## src/rtl/gray_pkg.sv

```systemverilog
// Shared helpers for the Gray-code counter: code conversions and bit counting.
package gray_pkg;

    localparam int MAX_WIDTH = 16;
    localparam int CNT_W     = $clog2(MAX_WIDTH + 1);

    function automatic logic [MAX_WIDTH-1:0] bin2gray(input logic [MAX_WIDTH-1:0] b);
        return b ^ (b >> 1);
    endfunction

    function automatic logic [MAX_WIDTH-1:0] gray2bin(input logic [MAX_WIDTH-1:0] g);
        logic [MAX_WIDTH-1:0] b;
        b[MAX_WIDTH-1] = g[MAX_WIDTH-1];
        for (int i = MAX_WIDTH - 2; i >= 0; i--) begin
            b[i] = b[i+1] ^ g[i];
        end
        return b;
    endfunction

    function automatic logic [CNT_W-1:0] popcount(input logic [MAX_WIDTH-1:0] v);
        logic [CNT_W-1:0] cnt;
        cnt = '0;
        for (int i = 0; i < MAX_WIDTH; i++) begin
            cnt = cnt + CNT_W'(v[i]);
        end
        return cnt;
    endfunction

endpackage

```

## src/rtl/gray_step_checker.sv

```systemverilog
// Flags any counting step whose Gray output changed a number of bits other than one.
module gray_step_checker
    import gray_pkg::*;
#(
    parameter int WIDTH = 4
) (
    input  logic             clk,
    input  logic             rst,
    input  logic [WIDTH-1:0] gray,
    input  logic             was_step,
    output logic             step_err
);

    logic [WIDTH-1:0]     prev_gray;
    logic [MAX_WIDTH-1:0] diff;
    logic                 bad_step;

    always_comb begin
        diff            = '0;
        diff[WIDTH-1:0] = gray ^ prev_gray;
        bad_step        = was_step && (popcount(diff) != CNT_W'(1));
    end

    always_ff @(posedge clk) begin
        if (rst) begin
            prev_gray <= '0;
            step_err  <= 1'b0;
        end else begin
            prev_gray <= gray;
            step_err  <= bad_step;
        end
    end

endmodule

```

## src/rtl/gray_counter.sv

```systemverilog
// Up/down binary counter with a same-edge registered Gray copy and wrap pulse.
module gray_counter
    import gray_pkg::*;
#(
    parameter int WIDTH = 4
) (
    input  logic             clk,
    input  logic             rst,
    input  logic             en,
    input  logic             up,
    input  logic             load,
    input  logic [WIDTH-1:0] load_bin,
    output logic [WIDTH-1:0] bin,
    output logic [WIDTH-1:0] gray,
    output logic             wrap,
    output logic             step_err
);

    logic [WIDTH-1:0]     bin_q;
    logic [WIDTH-1:0]     gray_q;
    logic                 wrap_q;
    logic                 was_step_q;
    logic [WIDTH-1:0]     bin_next;
    logic [WIDTH-1:0]     gray_next;
    logic [MAX_WIDTH-1:0] gray_ext;
    logic                 wrap_next;
    logic                 step;

    always_comb begin
        bin_next  = bin_q;
        wrap_next = 1'b0;
        step      = 1'b0;
        if (load) begin
            bin_next = load_bin;
        end else if (en) begin
            step = 1'b1;
            if (up) begin
                bin_next  = bin_q + WIDTH'(1);
                wrap_next = (bin_q == '1);
            end else begin
                bin_next  = bin_q - WIDTH'(1);
                wrap_next = (bin_q == '0);
            end
        end
    end

    // Gray is derived from the next binary value so both registers load on the same edge.
    always_comb begin
        gray_ext  = bin2gray(MAX_WIDTH'(bin_next));
        gray_next = gray_ext[WIDTH-1:0];
    end

    always_ff @(posedge clk) begin
        if (rst) begin
            bin_q      <= '0;
            gray_q     <= '0;
            wrap_q     <= 1'b0;
            was_step_q <= 1'b0;
        end else begin
            bin_q      <= bin_next;
            gray_q     <= gray_next;
            wrap_q     <= wrap_next;
            was_step_q <= step;
        end
    end

    gray_step_checker #(
        .WIDTH (WIDTH)
    ) u_checker (
        .clk      (clk),
        .rst      (rst),
        .gray     (gray_q),
        .was_step (was_step_q),
        .step_err (step_err)
    );

    assign bin  = bin_q;
    assign gray = gray_q;
    assign wrap = wrap_q;

endmodule

```

## config.mk

```make
export PLATFORM = sky130hd
export DESIGN_NAME = gray_counter
export DESIGN_NICKNAME = d
export VERILOG_FILES = /design/src/rtl/gray_pkg.sv /design/src/rtl/gray_step_checker.sv /design/src/rtl/gray_counter.sv
export SDC_FILE = /design/constraint.sdc
export NUM_CORES = 1
export LEC_CHECK = 0
export ABC_AREA = 1
export BUFFER_PORTS_ARGS = -buffer_cell sky130_fd_sc_hd__buf_4
export CAP_MARGIN = 5
export CORE_MARGIN = 10
export CORE_UTILIZATION = 48
export CTS_CLUSTER_DIAMETER = 100
export DETAILED_ROUTE_END_ITERATION = 10
export GPL_TIMING_DRIVEN = 1
export PLACE_DENSITY = 0.8
export RECOVER_POWER = 25
export SLEW_MARGIN = 15
export SYNTH_ARGS = -nofsm -noshare
export SYNTH_HDL_FRONTEND = slang
export SYNTH_SLANG_ARGS = --single-unit
```

## constraint.sdc

```tcl
create_clock -name clk -period 2.65 [get_ports clk]
set_input_delay 0.3975 -clock clk [delete_from_list [all_inputs] [get_ports clk]]
set_output_delay 0.3975 -clock clk [all_outputs]
set_load 0.02 [all_outputs]
```

==> flow_summary.ini <==
[cts]
cts.clk_slew.worst_paths_ns = 0.08
clk_latency_ns = 0.28
clock_path_buffers = 2
h-tree-depth = 1
cts_resized = 0
cts_root_buf = clkbuf_4
cts_made_buffers = 3
cts_hold_buf = 0
cts_sinks = 14
cts_setup_buffers = 0
cts_tree = done

[route]
drc = 0
wire_per_inst_microns = 12.3
finalWirelength_microns = 1600
ant_nets = 0
vias = 650
dr.pass1.iters = 4
drtIter0Drc = 16
avgViaCountPerCell = 5.00

[logic_synthesis]
synthFlopType = dfxtp_1
synthCells = 95
synth-seq-cells = 14
yosysWarnings = 0
ys_seq_area_frac = 0.376
syn_nets = 110
synth_edf_count = 0
async_reset_ff_frac = 0
avgSynthCellArea_sq_um = 7.85
synthXorXnorAreaFrac = 0.0587
synthMuxAreaShare = 0
synth_cell_types = 25
synth-simple-area-share = 0.248
synth_compound_area_frac = 0.0956
synth_top_family_by_area = simple AND/OR/NAND/NOR gates
synth_area_sq_um = 746
synthAdderAreaFrac = 0.121

[worst_setup_path]
start_kind = flop
r2r_start = gray[1]
critPathMaxFanout = 3
slowest_delay_ns = 0.40
reg2reg_slack_ns = 0.68
critical_path_class = flop to flop
worstPathArrival_ns = 2.14
crit_start = gray[1]
cp_slowest_cell = fa_1
end_kind = flop
crit_path_cell_trace = xor2_1, ha_1, fa_1, ha_1, o311ai_0, inv_1
cp.required_ns = 2.81
crit_top_cell = ha_1

[die]
rows = 14
die_w_microns = 59.4
die_area_sq_um = 3530
die-height_microns = 59.4
coreArea_sq_um = 1490
initial_core_util = 0.501
pin_count = 19

[timing]
relSlewSlack = 0.811
max_freq_mhz = 507
finalClockSkew_ns = 0.00608
setup_viol = 0
final.period_utilization = 0.744
rsz0062_at_grt = no
whs_ns = 0.367
min_period_ns = 1.97
worst_pin_slew_ns = 0.280
maxSlewViolCount = 0
hold_viol = 0
finalSetupTns_ns = 0

[grt]
grt-ovfl-total = 0
grt_first_pass_wirelength_microns = 2730
grt.total_usage = 0.101
grt_pass1_vias = 655
grt_start_max_net_pins = 11
grt_antenna_before_repair = 0

[hold_path]
holdCritStartpoint = rst
hold_class = input pin to flop

[place]
dp_hpwl_microns = 1350
portBuffers = 18
gp_congestion = 0.725

[status]
outcome = finished clean

[job]
drv_cap = 0

[final_layout]
syn2layout_area_growth_pct = 21.8
mostFrequentLayoutCells = buf_4 (18), nand2_1 (17), inv_1 (15), nor2_1 (14), dfxtp_1 (14)
nets = 131
diodes = 0
layout_commonest_cell = buf_4
drive_gt1_frac = 0.246

[pwr]
power_switching_share = 0.326
switchingPower_w = 0.000168
p_seq_frac = 0.472
leakage_nw = 0.488
comb_power_share = 0.303
powerDensity_nw_per_um2 = 567
p_int_w = 0.000347
ir_drop_v = 0.000364
p_clk_frac = 0.226
==> layer usage <==
layer / up-vias / GRT usage / part of all wire / routed length, microns
met3: 7 / 0.0472 / 0.068 / 109
met5: - / 0 / 0 / 0
met1: 296 / 0.106 / 0.41 / 651
li1: 332 / - / - / -
met4: 0 / 0.0656 / 0.034 / 54
met2: 15 / 0.159 / 0.49 / 788
==> metrics by stage <==
| stage | total power, W | cell area, sq um | setup slack [ns] | util | std cells |
|---|---|---|---|---|---|
| after global routing | 0.000552 | 908 | 0.564 | 0.610 | 130 |
| after CTS | 0.000520 | 908 | 0.660 | 0.610 | 130 |
| final | 0.000515 | 908 | 0.677 | 0.610 | 130 |
| after floorplan | 0.000351 | 746 | 0.646 | - | 95 |
| after global placement | 0.000397 | 886 | 0.726 | 0.595 | 127 |
| after detailed placement | 0.000406 | 886 | 0.688 | 0.595 | 127 |
==> cells in the mapped netlist (2+ instances only) <==
cell type | count | share of area
a21oi_1 | 3 | 0.020
buf_4 | 2 | 0.020
dfxtp_1 | 14 | 0.38
fa_1 | 2 | 0.054
ha_1 | 4 | 0.067
inv_1 | 14 | 0.070
nand2_1 | 17 | 0.086
nand2_2 | 2 | 0.017
nand3_1 | 4 | 0.027
nor2_1 | 14 | 0.070
o21ai_2 | 2 | 0.023
xor2_1 | 4 | 0.047
==> flip-flops by register name, summed over array words and instances, names as in the netlist <==
signal,count
bin,4
gray,3
u_checker.prev_gray,4
u_checker.step_err,1
was_step_q,1
wrap,1
==> final cells by class <==
| type | instances | area (sq um) |
|---|---|---|
| fillers | 132 | 581 |
| repair buffers | 18 | 135 |
| inverters | 16 | 60.1 |
| multi-input cells | 63 | 390 |
| well taps | 16 | 20.0 |
| clock buffers | 3 | 22.5 |
| flip-flops and latches | 14 | 280 |
==> worst paths after layout <==
check                                               to  cells past startpoint
worst min register to register  u_checker.prev_gray[0]                      2
worst max-delay path                u_checker.step_err                      6
worst min-delay path                            bin[0]                      2
worst max register to register      u_checker.step_err                      6
==> worst max-delay path: cells and delay by family, from the launching register on <==
family                   cells  cell delay (ns)
XOR/XNOR                     1             0.17
flip-flops                   1             0.37
AO/OA/AOI/OAI                1             0.31
adder cells (fa/ha/maj)      3             0.94
buffers and inverters        1             0.06
==> power by group through the flow <==
stage          clock network, W  registers (W)   logic, W
2_1_floorplan                 0       0.000261  0.0000904
3_3_place_gp                  0       0.000247   0.000150
3_5_place_dp                  0       0.000248   0.000157
4_1_cts                0.000117       0.000243   0.000159
5_1_grt                0.000125       0.000246   0.000181
6_report               0.000116       0.000243   0.000156
==> cells by family after synthesis <==
| family | after synthesis |
|---|---|
| AOI/OAI and AO/OA | 10 |
| xor gates and xnor gates | 5 |
| adders and majority gates | 6 |
| buffers and inverters | 18 |
| DFF | 14 |
| and+or+nand+nor | 42 |
Power figures use the tool's default switching activity.
